File: src/rtl/stop_watch_ctrl_pkg.sv
// rtl/stop_watch_ctrl_pkg.sv - shared state codes, display patterns and width helper for the stopwatch controller
package stop_watch_ctrl_pkg;

  typedef enum logic [2:0] {
    ST_IDLE  = 3'd0,
    ST_SET   = 3'd1,
    ST_RUN   = 3'd2,
    ST_PAUSE = 3'd3,
    ST_LAP   = 3'd4
  } sw_state_t;

  localparam logic [3:0] DP_LIVE = 4'b0101;
  localparam logic [3:0] DP_LAP  = 4'b1010;
  localparam logic [3:0] DP_SET  = 4'b1111;
  localparam logic       DIR_UP  = 1'b1;

  // Counters run 0..n-1, so clog2(n) bits suffice; never less than one bit.
  function automatic int unsigned cnt_width(input int unsigned n);
    return (n > 1) ? $clog2(n) : 1;
  endfunction

endpackage

File: src/rtl/stop_watch_ctrl_btn_debounce.sv
// rtl/stop_watch_ctrl_btn_debounce.sv - 2-FF synchroniser plus stability counter; one-cycle pulse on accepted press
module btn_debounce
  import stop_watch_ctrl_pkg::*;
#(
  parameter int unsigned DB_CYCLES = 1_000_000
) (
  input  logic clk,
  input  logic reset,
  input  logic btn_raw,
  output logic press_pulse
);

  localparam int unsigned CW = cnt_width(DB_CYCLES);

  logic [1:0]    sync;
  logic          level;
  logic [CW-1:0] cnt;

  // The counter only advances while the synced input disagrees with the accepted level.
  always_ff @(posedge clk or negedge reset) begin
    if (!reset) begin
      sync        <= 2'b00;
      level       <= 1'b0;
      cnt         <= '0;
      press_pulse <= 1'b0;
    end else begin
      sync        <= {sync[0], btn_raw};
      press_pulse <= 1'b0;
      if (sync[1] == level) begin
        cnt <= '0;
      end else if (cnt == CW'(DB_CYCLES - 1)) begin
        level       <= sync[1];
        cnt         <= '0;
        press_pulse <= sync[1];
      end else begin
        cnt <= cnt + CW'(1);
      end
    end
  end

endmodule

File: src/rtl/stop_watch_ctrl.sv
// rtl/stop_watch_ctrl.sv - stopwatch mode FSM, button debounce and display select
// Optional lap capture/hold is built when STOP_WATCH_LAP_EN is defined.
module stop_watch_ctrl
  import stop_watch_ctrl_pkg::*;
#(
  parameter int unsigned DB_CYCLES       = 1_000_000,
  parameter int unsigned LAP_HOLD_CYCLES = 300_000_000,
  parameter int unsigned BLINK_CYCLES    = 50_000_000
) (
  input  logic       clk,
  input  logic       reset,
  input  logic       btn_start,
  input  logic       btn_lap,
  input  logic       btn_mode,
  input  logic       btn_dir,
  input  logic [3:0] live_d3,
  input  logic [3:0] live_d2,
  input  logic [3:0] live_d1,
  input  logic [3:0] live_d0,
  input  logic       live_zero,
  output logic       sw_pause,
  output logic       sw_set,
  output logic       sw_clr,
  output logic       sw_up,
  output logic [3:0] disp_d3,
  output logic [3:0] disp_d2,
  output logic [3:0] disp_d1,
  output logic [3:0] disp_d0,
  output logic [3:0] disp_dp,
  output logic [2:0] state_o
);

  localparam int unsigned BW = cnt_width(BLINK_CYCLES);

  sw_state_t     state;
  logic          start_p, lap_p, mode_p;
  logic          go_start, go_lap, go_mode;
  logic          underflow;
  logic [1:0]    dir_sync;
  logic [BW-1:0] blink_cnt;

`ifdef STOP_WATCH_LAP_EN
  localparam int unsigned HW = cnt_width(LAP_HOLD_CYCLES);
  logic [HW-1:0] hold_cnt;
  logic [3:0]    lap_d3, lap_d2, lap_d1, lap_d0;
`endif

  btn_debounce #(.DB_CYCLES(DB_CYCLES)) u_db_start (
    .clk(clk), .reset(reset), .btn_raw(btn_start), .press_pulse(start_p));
  btn_debounce #(.DB_CYCLES(DB_CYCLES)) u_db_lap (
    .clk(clk), .reset(reset), .btn_raw(btn_lap), .press_pulse(lap_p));
  btn_debounce #(.DB_CYCLES(DB_CYCLES)) u_db_mode (
    .clk(clk), .reset(reset), .btn_raw(btn_mode), .press_pulse(mode_p));

  // Only the highest-priority pulse of a cycle is allowed to act.
  assign go_start  = start_p;
  assign go_lap    = lap_p & ~start_p;
  assign go_mode   = mode_p & ~start_p & ~lap_p;
  assign underflow = (sw_up != DIR_UP) && live_zero;
  assign state_o   = state;

  always_ff @(posedge clk or negedge reset) begin
    if (!reset) dir_sync <= {DIR_UP, DIR_UP};
    else        dir_sync <= {dir_sync[0], btn_dir};
  end

  always_ff @(posedge clk or negedge reset) begin
    if (!reset) begin
      state     <= ST_IDLE;
      sw_pause  <= 1'b1;
      sw_set    <= 1'b0;
      sw_clr    <= 1'b0;
      sw_up     <= DIR_UP;
      disp_d3   <= 4'd0;
      disp_d2   <= 4'd0;
      disp_d1   <= 4'd0;
      disp_d0   <= 4'd0;
      disp_dp   <= DP_LIVE;
      blink_cnt <= '0;
`ifdef STOP_WATCH_LAP_EN
      hold_cnt  <= '0;
      lap_d3    <= 4'd0;
      lap_d2    <= 4'd0;
      lap_d1    <= 4'd0;
      lap_d0    <= 4'd0;
`endif
    end else begin
      sw_clr  <= 1'b0;
      disp_d3 <= live_d3;
      disp_d2 <= live_d2;
      disp_d1 <= live_d1;
      disp_d0 <= live_d0;
      disp_dp <= DP_LIVE;
      if (state == ST_IDLE || state == ST_SET) sw_up <= dir_sync[1];

      case (state)
        ST_IDLE: begin
          if (go_start) begin
            state    <= ST_RUN;
            sw_pause <= 1'b0;
          end else if (go_lap) begin
            sw_clr <= 1'b1;
          end else if (go_mode) begin
            state     <= ST_SET;
            sw_set    <= 1'b1;
            disp_dp   <= DP_SET;
            blink_cnt <= '0;
          end
        end
        ST_SET: begin
          if (go_mode) begin
            state  <= ST_IDLE;
            sw_set <= 1'b0;
          end else if (blink_cnt == BW'(BLINK_CYCLES - 1)) begin
            blink_cnt <= '0;
            disp_dp   <= ~disp_dp;
          end else begin
            blink_cnt <= blink_cnt + BW'(1);
            disp_dp   <= disp_dp;
          end
        end
        ST_RUN: begin
          if (underflow) begin
            state    <= ST_IDLE;
            sw_pause <= 1'b1;
          end else if (go_start) begin
            state    <= ST_PAUSE;
            sw_pause <= 1'b1;
          end
`ifdef STOP_WATCH_LAP_EN
          else if (go_lap) begin
            state    <= ST_LAP;
            lap_d3   <= live_d3;
            lap_d2   <= live_d2;
            lap_d1   <= live_d1;
            lap_d0   <= live_d0;
            hold_cnt <= HW'(LAP_HOLD_CYCLES - 1);
            disp_dp  <= DP_LAP;
          end
`endif
        end
        ST_PAUSE: begin
          if (go_start) begin
            state    <= ST_RUN;
            sw_pause <= 1'b0;
          end else if (go_lap) begin
            state  <= ST_IDLE;
            sw_clr <= 1'b1;
          end
        end
`ifdef STOP_WATCH_LAP_EN
        ST_LAP: begin
          if (underflow) begin
            state    <= ST_IDLE;
            sw_pause <= 1'b1;
          end else if (go_start) begin
            state    <= ST_PAUSE;
            sw_pause <= 1'b1;
          end else if (go_lap) begin
            lap_d3   <= live_d3;
            lap_d2   <= live_d2;
            lap_d1   <= live_d1;
            lap_d0   <= live_d0;
            hold_cnt <= HW'(LAP_HOLD_CYCLES - 1);
            disp_dp  <= DP_LAP;
          end else if (hold_cnt == '0) begin
            state <= ST_RUN;
          end else begin
            // Entry and re-latch already show live (== latched) digits; hold them from here on.
            hold_cnt <= hold_cnt - HW'(1);
            disp_d3  <= lap_d3;
            disp_d2  <= lap_d2;
            disp_d1  <= lap_d1;
            disp_d0  <= lap_d0;
            disp_dp  <= DP_LAP;
          end
        end
`endif
        default: begin
          state    <= ST_IDLE;
          sw_pause <= 1'b1;
          sw_set   <= 1'b0;
        end
      endcase
    end
  end

endmodule
File: config.mk
export PLATFORM = sky130hd
export DESIGN_NAME = stop_watch_ctrl
export DESIGN_NICKNAME = d
export VERILOG_FILES = /design/src/rtl/stop_watch_ctrl_pkg.sv /design/src/rtl/stop_watch_ctrl_btn_debounce.sv /design/src/rtl/stop_watch_ctrl.sv
export SDC_FILE = /design/constraint.sdc
export NUM_CORES = 1
export LEC_CHECK = 0
export ABC_AREA = 1
export BUFFER_PORTS_ARGS = -buffer_cell sky130_fd_sc_hd__buf_2
export CORE_UTILIZATION = 53
export CTS_BUF_LIST = sky130_fd_sc_hd__clkbuf_16
export DETAILED_ROUTE_END_ITERATION = 12
export GPL_TIMING_DRIVEN = 0
export PLACE_DENSITY = 0.83
export SYNTH_ARGS = -nofsm -noshare
export SYNTH_HDL_FRONTEND = slang
export SYNTH_HIERARCHICAL = 1
export SYNTH_SLANG_ARGS = --single-unit
File: constraint.sdc
create_clock -name clk -period 1.9 [get_ports clk]
set_input_delay 0.095 -clock clk [delete_from_list [all_inputs] [get_ports clk]]
set_output_delay 0.095 -clock clk [all_outputs]
set_load 0.05 [all_outputs]
Word level (Yosys, flattened, before mapping). Cells that the tools add are included.

Bitwise gates (word level): 12. Reductions and logical operators: 13. Muxes and demuxes: 45. Eq/ne operators: 21. Add/sub/neg operators: 4.

Operator list (count): $mux W26 (5); $mux W20 (6); $add A20 B1 Y20 const B (3); $eq A20 B20 Y1 const B (3); $pmux W26 S2 (1); $add A26 B1 Y26 const B (1); $eq A26 B26 Y1 const B (1); $mux W3 (8); $mux W4 (5); $mux W1 (16); $ne A3 B2 Y1 const B (5); $reduce_and A5 Y1 (3); $pmux W3 S4 (1); $ne A2 B2 Y1 const B (5); $not A1 Y1 (8); $pmux W4 S2 (1); $eq A3 B2 Y1 const B (2); $pmux W1 S3 (2); $reduce_and A2 Y1 (3); $not A4 Y4 (1); $reduce_or A2 Y1 (2); $and A1 B1 Y1 (3); $eq A1 B1 Y1 (3); $eq A3 B1 Y1 const B (1); 6 further kinds (6).

Output and inout port bits: 27. Register bits: 127. Logic and storage cells: 119.

Logic depth before layout (Yosys ltp). Gate-level depths: netlist of the first run.

Depth in word-level cells: 7. Mapped depth: 11.

Cells and area by module. Netlist of the first run, hierarchy kept.

By module, submodules not included: btn_debounce (cells an instance 167, seq. area each 600.6 um^2, instances 3, area each 1395.1 um^2); stop_watch_ctrl (cells an instance 381, seq. area each 1358.8 um^2, instances 1, area each 2936.6 um^2).

Worst setup path after synthesis of the first run. No wires, ideal clock.

Kind: reg2reg. Start: register state[1] (netlist: state_o[1]). End: register blink_cnt[2]. Clock period less this slack: 1929 ps. Setup slack: -29 ps. Path buffers: 3. Data required time: 1781 ps. Arrival time: 1810 ps. Cell stages (with the launch flop): 10. Cells stage by stage: dfrtp_1 inv_1 ha_1 buf_2 nand3_1 nand3_2 buf_6 a21oi_4 buf_8 nor2_2.

Longest elaborated chain between the ends: 3. Elaborated cells between the ends (all ways): 9.

Ends and longest elaborated chain: start: declaration (line stop_watch_ctrl.sv:35) `sw_state_t state;`; start signal: assignment (line stop_watch_ctrl.sv:69) `state <= ST_IDLE;`; start signal: assignment (line stop_watch_ctrl.sv:99) `state <= ST_RUN;`; start signal: assignment (line stop_watch_ctrl.sv:104) `state <= ST_SET;`; $eq A3 B1 Y1 or $logic_not A3 Y1 (tied branches) (line stop_watch_ctrl.sv:96) `case (state)`; $ne A2 B2 Y1 (no source line) or $reduce_bool A2 Y1 (tied branches); $reduce_and A5 Y1 (no source line); end signal: assignment (line stop_watch_ctrl.sv:118) `blink_cnt <= blink_cnt + BW'(1);`; end: declaration (line stop_watch_ctrl.sv:40) `logic [BW-1:0] blink_cnt;`.

Several ways; a longest one is shown, not always the timed one. A chain may end at the register's enable or synchronous reset.

Final worst setup path of the first run.
Start: register state[1] (netlist: state_o[1]). End: register blink_cnt[3].

The elaborated chain is that of the path after synthesis.

==> results of run 1 <==
-- where the power goes --
part	switching (mW)	internal [mW]
clock	1.22	2.05
combinational	0.191	0.0886
sequential	0.0226	2.73
-- cell usage in the layout (no fill, tap or decap), types with 14 or more instances in the layout --
cell and count:
nor2_1 142, buf_2 47, inv_1 87, xor2_1 22
nand2_1 204, dlygate4sd3_1 21, o21ai_1 14, dfrtp_1 119
nand3_1 71, o21ai_0 18, nand4_1 18, nand2_2 22
clkbuf_16 17, nor2_2 33, nor2_4 21
-- state kept, by name, summed over array words and instances, names as in the netlist, 2 cells and up --
register / count
blink_cnt: 26
u_db_lap/cnt: 20
u_db_mode/cnt: 20
u_db_start/cnt: 20
disp_d0: 4
disp_d1: 4
disp_d2: 4
disp_d3: 4
disp_dp: 4
dir_sync: 2
state_o: 2
u_db_lap/sync: 2
u_db_mode/sync: 2
u_db_start/sync: 2
-- logic make-up after synthesis --
family / Yosys count / synth area share (%)
buffers and inverters: 106 / 6.096
xor gates and xnor gates: 34 / 4.498
adders and majority gates: 8 / 1.406
DFF: 126 / 44.38
and+or+nand+nor: 554 / 39.18
other: 1 / 0.05266
AOI/OAI and AO/OA: 53 / 4.392
-- repair_timing --
action | CTS | global route
resized for setup | 1 | 11
hold buffers | 21 | 0
hold endpoints to repair | 66 | 0
endpoints found under the setup margin | 6 | 28
-- cell type report --
cell class | count | area [um^2] | area share, %
multi-input combinational | 650 | 3547 | 41.98
sequential | 126 | 3162 | 37.41
timing repair buffer | 70 | 484.2 | 5.730
clock buffer | 17 | 425.4 | 5.034
inverter | 99 | 371.6 | 4.397
tap | 172 | 215.2 | 2.547
clock inverter | 15 | 168.9 | 1.999
buffer | 7 | 76.32 | 0.9032
-- critical path: stages, from the launching register on --
cell     delay, ps
dfrtp_2        430
inv_1          130
ha_2           220
inv_1          100
nand2_1        140
nand3_2        130
buf_6          170
a21oi_4        160
buf_12         170
nor2_2          50
-- per-layer routing --
| layer | GRT usage (%) | up-vias |
|---|---|---|
| met2 | 40.07 | 171 |
| met4 | 7.772 | 0 |
| li1 | - | 2973 |
| met1 | 29.39 | 2798 |
| met5 | 0 | - |
| met3 | 7.364 | 28 |
-- worst min path at each step --
stage / start / to / slack (ps)
after floorplan: reset / blink_cnt[0] / -200
after global placement: btn_dir / dir_sync[0] / 200
after detailed placement: reset / u_db_mode/cnt[10] / 60
after CTS: live_zero / sw_pause / 110
after global routing: live_zero / sw_pause / 140
final: live_zero / sw_pause / 120
-- per-stage QoR --
step                      total power, mW  std cells  setup TNS [ps]
final                               6.310       1156               0
after global routing                6.522       1156          -9.462
after CTS                           6.354       1156               0
after detailed placement            3.047       1103               0
after global placement              3.033       1102         -106640
after floorplan                     2.927        882               0
==> impl_metrics.csv, run 1 <==
group,metric,value,unit
synth,avgSynthCellArea,8.075,um^2
placed_design,place_ws,13.67,ps
synth,ys_ff_latch,126,
critical_path,crit_required,2210,ps
clocking,clk_latency,430,ps
route,vias,5970,
timing,maxSlewViolCount,0,
synth,synthArstFlopShare,100.0,%
route,wire_per_inst,13.34,um
placed_design,numPortBuffers,48,
critical_path,r2r_end,"blink_cnt[3]",
die,core-area,12880,um^2
global_route,grt_max_degree,81,
synth,synth_top_cell_by_area,"dfrtp_1",
die,initial_core_util,55.31,%
global_route,grtUsageTotal,23.96,%
finish,fin_util,65.63,%
die,die_h,117.9,um
synth,synth_ff_type,"dfrtp_1",
die,fp.dieArea,13910,um^2
clocking,cts.sinks,126,
clocking,cts_htree_levels,4,
route,wl_met1,6584,um
power,peakVddDrop,784.7,uV
worst_hold_path,min_path_type,"in2reg",
clocking,post_cts_buffers,0,
synth,synth-seq-area-share,44.38,%
timing,skew,7.471,ps
synth,netlist_area,7122,um^2
finish,n_fill_cell,1036,
die,die_w,117.9,um
route,detailedRoute.firstIterationViolations,414,
timing,rsz0062_at_grt,"true",
die,placementRows,41,
clocking,cts-root-buf,"clkbuf_16",
route,route.detailed.drc,0,
global_route,grt_pass1_vias,5653,
finish,syn_to_final_growth,18.66,%
placed_design,place_area,7612,um^2
finish,antenna_cells,0,
critical_path,end_kind,"register",
finish,final_cell_area,8451,um^2
synth,yosysWarnings,6,
critical_path,critPathKind,"reg2reg",
timing,worst_slack,82.95,ps
placed_design,place_hpwl,10800,um
timing,finalCritPeriodShare,95.63,%
placed_design,gp_congestion,0.9107,
timing,final.min_clock_period,1817,ps
route,ant_nets,0,
critical_path,r2r-start,"state_o[1]",
finish,layout-drive-gt1-share,22.26,%
global_route,grt.overflow.total,0,
critical_path,crit_arrival,2130,ps
global_route,grt_first_pass_wirelength,26650,um
critical_path,cp-start-kind,"register",
clocking,clock_path_buffers,2,
worst_hold_path,whs_path_depth,5,
synth,synthCells,882,
critical_path,crit_end,"blink_cnt[3]",
global_route,antenna_found_initial,0,
critical_path,crit_start,"state_o[1]",
synth,synth_top_area_share,42.16,%
route,drt-pass1-iter-count,5,
synth,ys_types,39,
synth,synth_area_leaders,"dfrtp_1 42%, nand2_1 11%, nor2_1 7.5%",
synth,yosysMostFrequentCell,"nand2_1",
die,io_pins,50,
timing,setup_viol,0,
finish,nNetsFinal,1002,
route,totalWireLength,15420,um
synth,synthTopCellsByCount,"204 x nand2_1, 143 x nor2_1, 120 x dfrtp_1, 87 x inv_1, 71 x nand3_1",
route,highest_layer,"met4",
critical_path,critPathMaxFanout,10,
power,leakagePower,4.026,nW
critical_path,reg2reg_depth,9,
run,drv_cap,0,
route,wl_met3,897,um
timing,hold_viol,0,
timing,max_freq,550.3,MHz
power,pwr_density_cell,746.7,nW/um^2
route,via_per_inst,5.164,
timing,fin_hold_ws,116.7,ps
clocking,cts_tree,"yes",
synth,synthesis.nets,913,
clocking,cts_buffers,17,
route,dr_wl_met2,7696,um
synth,synth_edf_count,0,
clocking,cts.clk_slew.worst_paths,60,ps
status,outcome,"finished, final reports clean",
critical_path,r2r_setup_slack,80,ps
No activity file was read; power rests on OpenSTA's default activity.
==> run 2: changes to the inputs <==
Settings changed: GPL_TIMING_DRIVEN 0 to 1.
==> run 2 against run 1 <==
Clock skew down 0.95 ps. Die area is the same. Wire length decreased by 1.5%. Register-to-register slack better by 40 ps. Via count is 0.59% lower. Setup slack gained 44 ps. Maximum frequency up 2.5%. Count of clock-buffer cells in the layout did not move. Worst hold slack improved by 52 ps. Critical endpoint is now blink_cnt[2]. Largest cell class unchanged.
==> impl_metrics.csv, run 2 (synthesized netlist as in run 1, its figures left out) <==
group,metric,value,unit
status,outcome,"finished, final reports clean",
finish,layout_commonest_cell,"nand2_1",
finish,largest_register_ffs,26,
die,initial_core_util,55.31,%
timing,maxSlewViolCount,0,
clocking,clock_path_buffers,2,
timing,final.min_clock_period,1773,ps
timing,worstMarginPinSlew,518.7,ps
timing,rsz0062_at_grt,"false",
clocking,cts.sinks,126,
route,totalWireLength,15200,um
run,drv_cap,0,
global_route,antenna_found_initial,0,
die,fp.dieArea,13910,um^2
clocking,clk_latency,410,ps
timing,setup_viol,0,
clocking,cts_buffers,17,
worst_hold_path,min_path_type,"in2reg",
critical_path,crit_start,"state_o[0]",
clocking,cts_tree,"yes",
global_route,grt_first_pass_wirelength,26900,um
finish,mostFrequentLayoutCells,"204 x nand2_1, 142 x nor2_1, 119 x dfrtp_1",
global_route,grt_pass1_vias,5892,
power,peakVddDrop,1159,uV
timing,finalCritPeriodShare,93.34,%
placed_design,gp_congestion,0.9040,
global_route,grtUsageTotal,24.04,%
critical_path,crit_required,2210,ps
critical_path,end_kind,"register",
placed_design,place_hpwl,10820,um
timing,setup_tns,0,ps
finish,fin_util,65.62,%
global_route,grt.overflow.total,0,
critical_path,crit_arrival,2080,ps
power,leakagePower,4.032,nW
worst_hold_path,worstHoldStart,"live_zero",
timing,skew,6.518,ps
die,die_w,117.9,um
timing,relSlewSlack,65.42,%
route,via_per_inst,5.125,
route,wire_per_inst,13.12,um
route,detailedRoute.firstIterationViolations,381,
placed_design,numPortBuffers,48,
clocking,cts-root-buf,"clkbuf_16",
die,placementRows,41,
die,io_pins,50,
route,route.detailed.drc,0,
critical_path,r2r-start,"state_o[0]",
finish,antenna_cells,0,
critical_path,cp-start-kind,"register",
timing,max_freq,563.9,MHz
die,core-area,12880,um^2
power,pwr_density_cell,745.4,nW/um^2
finish,nNetsFinal,1004,
route,ant_nets,0,
timing,hold_viol,0,
finish,largest-register,"blink_cnt",
finish,syn_to_final_growth,18.64,%
finish,layout-drive-gt1-share,22.11,%
die,die_h,117.9,um
route,drt-pass1-iter-count,5,
route,vias,5935,
clocking,cts_htree_levels,4,
critical_path,critPathKind,"reg2reg",
critical_path,critPathMaxFanout,12,
global_route,grt_max_degree,57,
clocking,cts.clk_slew.worst_paths,60,ps
-- run 2: changes by cell type in the layout (fill, tap and decap cells not counted), sizes merged --
cell    change
buf         +2
clkinv      +1
inv         -1
-- run 2: cell type report --
class                   count  area, um^2
clock inverters            15       168.9
repair buffers             79       556.8
clock buffers              17       425.4
multi-input cells         650        3542
fillers                  1000        4427
flip-flops and latches    126        3162
inverters                  99       379.1
well taps                 172       215.2
-- run 2: worst max-delay path: stages, from the launching register on --
cell,delay (ps)
dfrtp_1,420
ha_1,280
inv_1,160
nand2_1,140
nand3_4,200
buf_4,220
nor2_1,60
o22ai_1,150
nor2_2,40
-- run 2: per-stage QoR --
step / setup slack [ps] / power, mW / area, um^2 / std cells / hold slack [ps]
2_1_floorplan: 60.22 / 2.927 / 7123 / 882 / -200.6
3_3_place_gp: 75.85 / 3.044 / 7615 / 1104 / 96.77
3_5_place_dp: -24.34 / 3.048 / 7615 / 1104 / 91.85
4_1_cts: 51.59 / 6.354 / 8422 / 1157 / 141.4
5_1_grt: 3.393 / 6.507 / 8449 / 1158 / 193.1
6_report: 126.6 / 6.299 / 8449 / 1158 / 169.0
-- run 2: routing by layer --
| metal | wire [um] | part of all wire (%) | up-vias | track usage [%] |
|---|---|---|---|---|
| met5 | 0 | 0 | - | 0 |
| met4 | 257 | 1.7 | 0 | 10.66 |
| met3 | 699 | 4.6 | 30 | 4.942 |
| met2 | 7634 | 50 | 150 | 40.18 |
| met1 | 6604 | 43 | 2808 | 30.01 |
| li1 | - | - | 2947 | - |
-- run 2: repair_timing --
action / 4_1_cts / 5_1_grt
endpoints found under the hold margin: 68 / 0
buffers inserted: 0 / 1
hold buffers: 21 / 0
resized for setup: 1 / 6
setup endpoints to repair: 7 / 21
-- run 2: power breakdown --
part | switching, mW | leakage [nW] | total, mW | internal (mW)
sequential | 0.0232 | 1.68 | 2.75 | 2.73
clock | 1.21 | 0.288 | 3.26 | 2.05
combinational | 0.192 | 2.06 | 0.281 | 0.0889
-- run 2: path summary, 6_finish.rpt --
| kind | endpoint | slack [ps] | cells after the start |
|---|---|---|---|
| worst max-delay path | blink_cnt[2] | 130 | 8 |
| worst min-delay path | sw_pause | 170 | 5 |
| worst max register to register | blink_cnt[2] | 130 | 8 |
| worst min register to register | u_db_lap/sync[1] | 350 | 0 |
| max in group asynchronous | u_db_start/sync[0] | 1040 | 3 |
| min in group asynchronous | u_db_mode/cnt[13] | 210 | 2 |
==> run 3: changes to the inputs <==
Settings changed: RECOVER_POWER from default to 25, SKIP_LAST_GASP from default to 1.
==> run 3 against run 2 <==
Clock power hardly changed. Setup slack worse by 4.8 ps. Worst hold slack hardly changed. Total power hardly changed. Cell area hardly changed. Global-route usage stayed put. Non-clock buffer count stayed put. Critical path depth stayed put. Combinational power hardly changed. Sequential cell count stayed put. Critical endpoint unchanged.
==> impl_metrics.csv, run 3 (synthesized netlist as in run 1, its figures left out) <==
group,metric,value,unit
finish,layout_commonest_cell,"nand2_1",
finish,syn_to_final_growth,18.55,%
timing,skew,6.461,ps
die,io_pins,50,
timing,final.min_clock_period,1778,ps
critical_path,end_kind,"register",
timing,relSlewSlack,6.461,%
status,outcome,"finished, final reports clean",
timing,maxSlewViolCount,0,
die,die_h,117.9,um
route,ant_nets,0,
finish,mostFrequentLayoutCells,"204 x nand2_1, 142 x nor2_1, 119 x dfrtp_1",
route,vias,5915,
finish,largest_register_ffs,26,
die,placementRows,41,
power,peakVddDrop,1160,uV
critical_path,r2r_end,"blink_cnt[2]",
timing,setup_viol,0,
placed_design,place_ws,-24.34,ps
critical_path,r2r_setup_slack,120,ps
clocking,cts_buffers,17,
critical_path,critPathSlowestCell,"dfrtp_2",
critical_path,cp_common_cell,"inv_1",
finish,antenna_cells,0,
route,via_per_inst,5.108,
finish,n_fill_cell,1002,
critical_path,crit_start,"state_o[1]",
critical_path,critPathMaxFanout,12,
finish,multi_input_area,3542,um^2
timing,max_freq,562.4,MHz
die,initial_core_util,55.31,%
route,wire_per_inst,13.10,um
timing,finalCritPeriodShare,93.59,%
worst_hold_path,min_path_type,"in2reg",
critical_path,cp-start-kind,"register",
critical_path,slowest_delay,390,ps
critical_path,crit_end,"blink_cnt[2]",
clocking,cts.clk_slew.worst_paths,60,ps
power,pwr_density_cell,745.8,nW/um^2
timing,hold_viol,0,
critical_path,critPathKind,"reg2reg",
finish,layout-drive-gt1-share,22.01,%
clocking,clock_path_buffers,2,
run,drv_cap,0,
critical_path,reg2reg_depth,8,
placed_design,place_hpwl,10820,um
finish,fin_util,65.57,%
critical_path,r2r-start,"state_o[1]",
global_route,grt.overflow.total,0,
clocking,cts.sinks,126,
critical_path,crit_arrival,2080,ps
route,totalWireLength,15170,um
critical_path,critical_path_buf_inv_count,3,
global_route,antenna_found_initial,0,
clocking,cts_htree_levels,4,
placed_design,gp_congestion,0.9040,
clocking,clk_latency,410,ps
clocking,cts_tree,"yes",
global_route,grt_first_pass_wirelength,26900,um
critical_path,crit_required,2210,ps
die,fp.dieArea,13910,um^2
power,leakagePower,4.029,nW
global_route,grtUsageTotal,24.04,%
timing,rsz0062_at_grt,"false",
global_route,grt_pass1_vias,5892,
finish,nNetsFinal,1004,
placed_design,numPortBuffers,48,
timing,worst_slack,121.8,ps
global_route,grt_max_degree,57,
route,detailedRoute.firstIterationViolations,381,
die,die_w,117.9,um
finish,largest-register,"blink_cnt",
die,core-area,12880,um^2
timing,worstMarginPinSlew,1403,ps
power,power,6.297,mW
route,route.detailed.drc,0,
route,drt-pass1-iter-count,5,
critical_path,path_depth,8,
finish,final-seq-area,3162,um^2
critical_path,path_cells,"inv_1, ha_1, inv_1, nand2_1, nand3_4, buf_4, o22ai_1, nor2_2",
clocking,cts-root-buf,"clkbuf_16",
critical_path,path_delay_family,"buffers and inverters",
run 3: cell count changes in the layout (fill, tap and decap cells not counted), sizes merged:
cell    delta
buf        -1
clkbuf     +1
run 3: tightest hold or removal path, cell delays in order:
cell and delay [ps]:
buf_2 70, a21boi_0 150, nand2_1 100, nand3_1 70, nand2_1 70
run 3: cell type report:
cell class	instances	area share [%]
multi-input combinational	650	41.95
inverter	99	4.490
tap	172	2.549
clock inverter	15	2.001
sequential	126	37.45
timing repair buffer	79	6.520
clock buffer	17	5.039
run 3: report_power, final:
part	total, mW	switching (mW)	internal, mW
logic	0.280	0.192	0.0878
clock network	3.26	1.21	2.05
registers	2.75	0.0232	2.73
run 3: repair_timing:
item	CTS	global route
endpoints found under the hold margin	68	0
setup endpoints to repair	7	21
buffers inserted	0	1
hold buffers	21	0
gates resized for setup	1	6
run 3: worst min-delay path by stage:
stage / startpoint / endpoint / slack (ps) / depth (start not counted)
after global placement: reset / u_db_mode/cnt[12] / 100 / 1
after detailed placement: reset / u_db_mode/cnt[13] / 90 / 1
after floorplan: reset / blink_cnt[0] / -200 / 0
after global routing: live_zero / sw_pause / 190 / 5
final: live_zero / sw_pause / 170 / 5
after CTS: live_zero / sw_pause / 140 / 5
run 3: layer usage:
layer  GRT usage (%)  vias to the layer above  wire length [um]  share of wire [%]
li1                -                     2947                 -                  -
met1           30.01                     2798              6608                 44
met2           40.18                      145              7632                 50
met3           4.942                       25               710                4.7
met4           10.66                        0               221                1.5
met5               0                        -                 0                  0
run 3: metrics by stage:
stage / hold WS, ps / cell area, um^2 / instances / TNS, ps
global placement: 96.77 / 7615 / 1104 / 0
detailed placement: 91.85 / 7615 / 1104 / -44.24
floorplan: -200.6 / 7123 / 882 / 0
finish: 169.0 / 8443 / 1158 / 0
CTS: 141.4 / 8422 / 1157 / 0
global route: 193.1 / 8443 / 1158 / 0
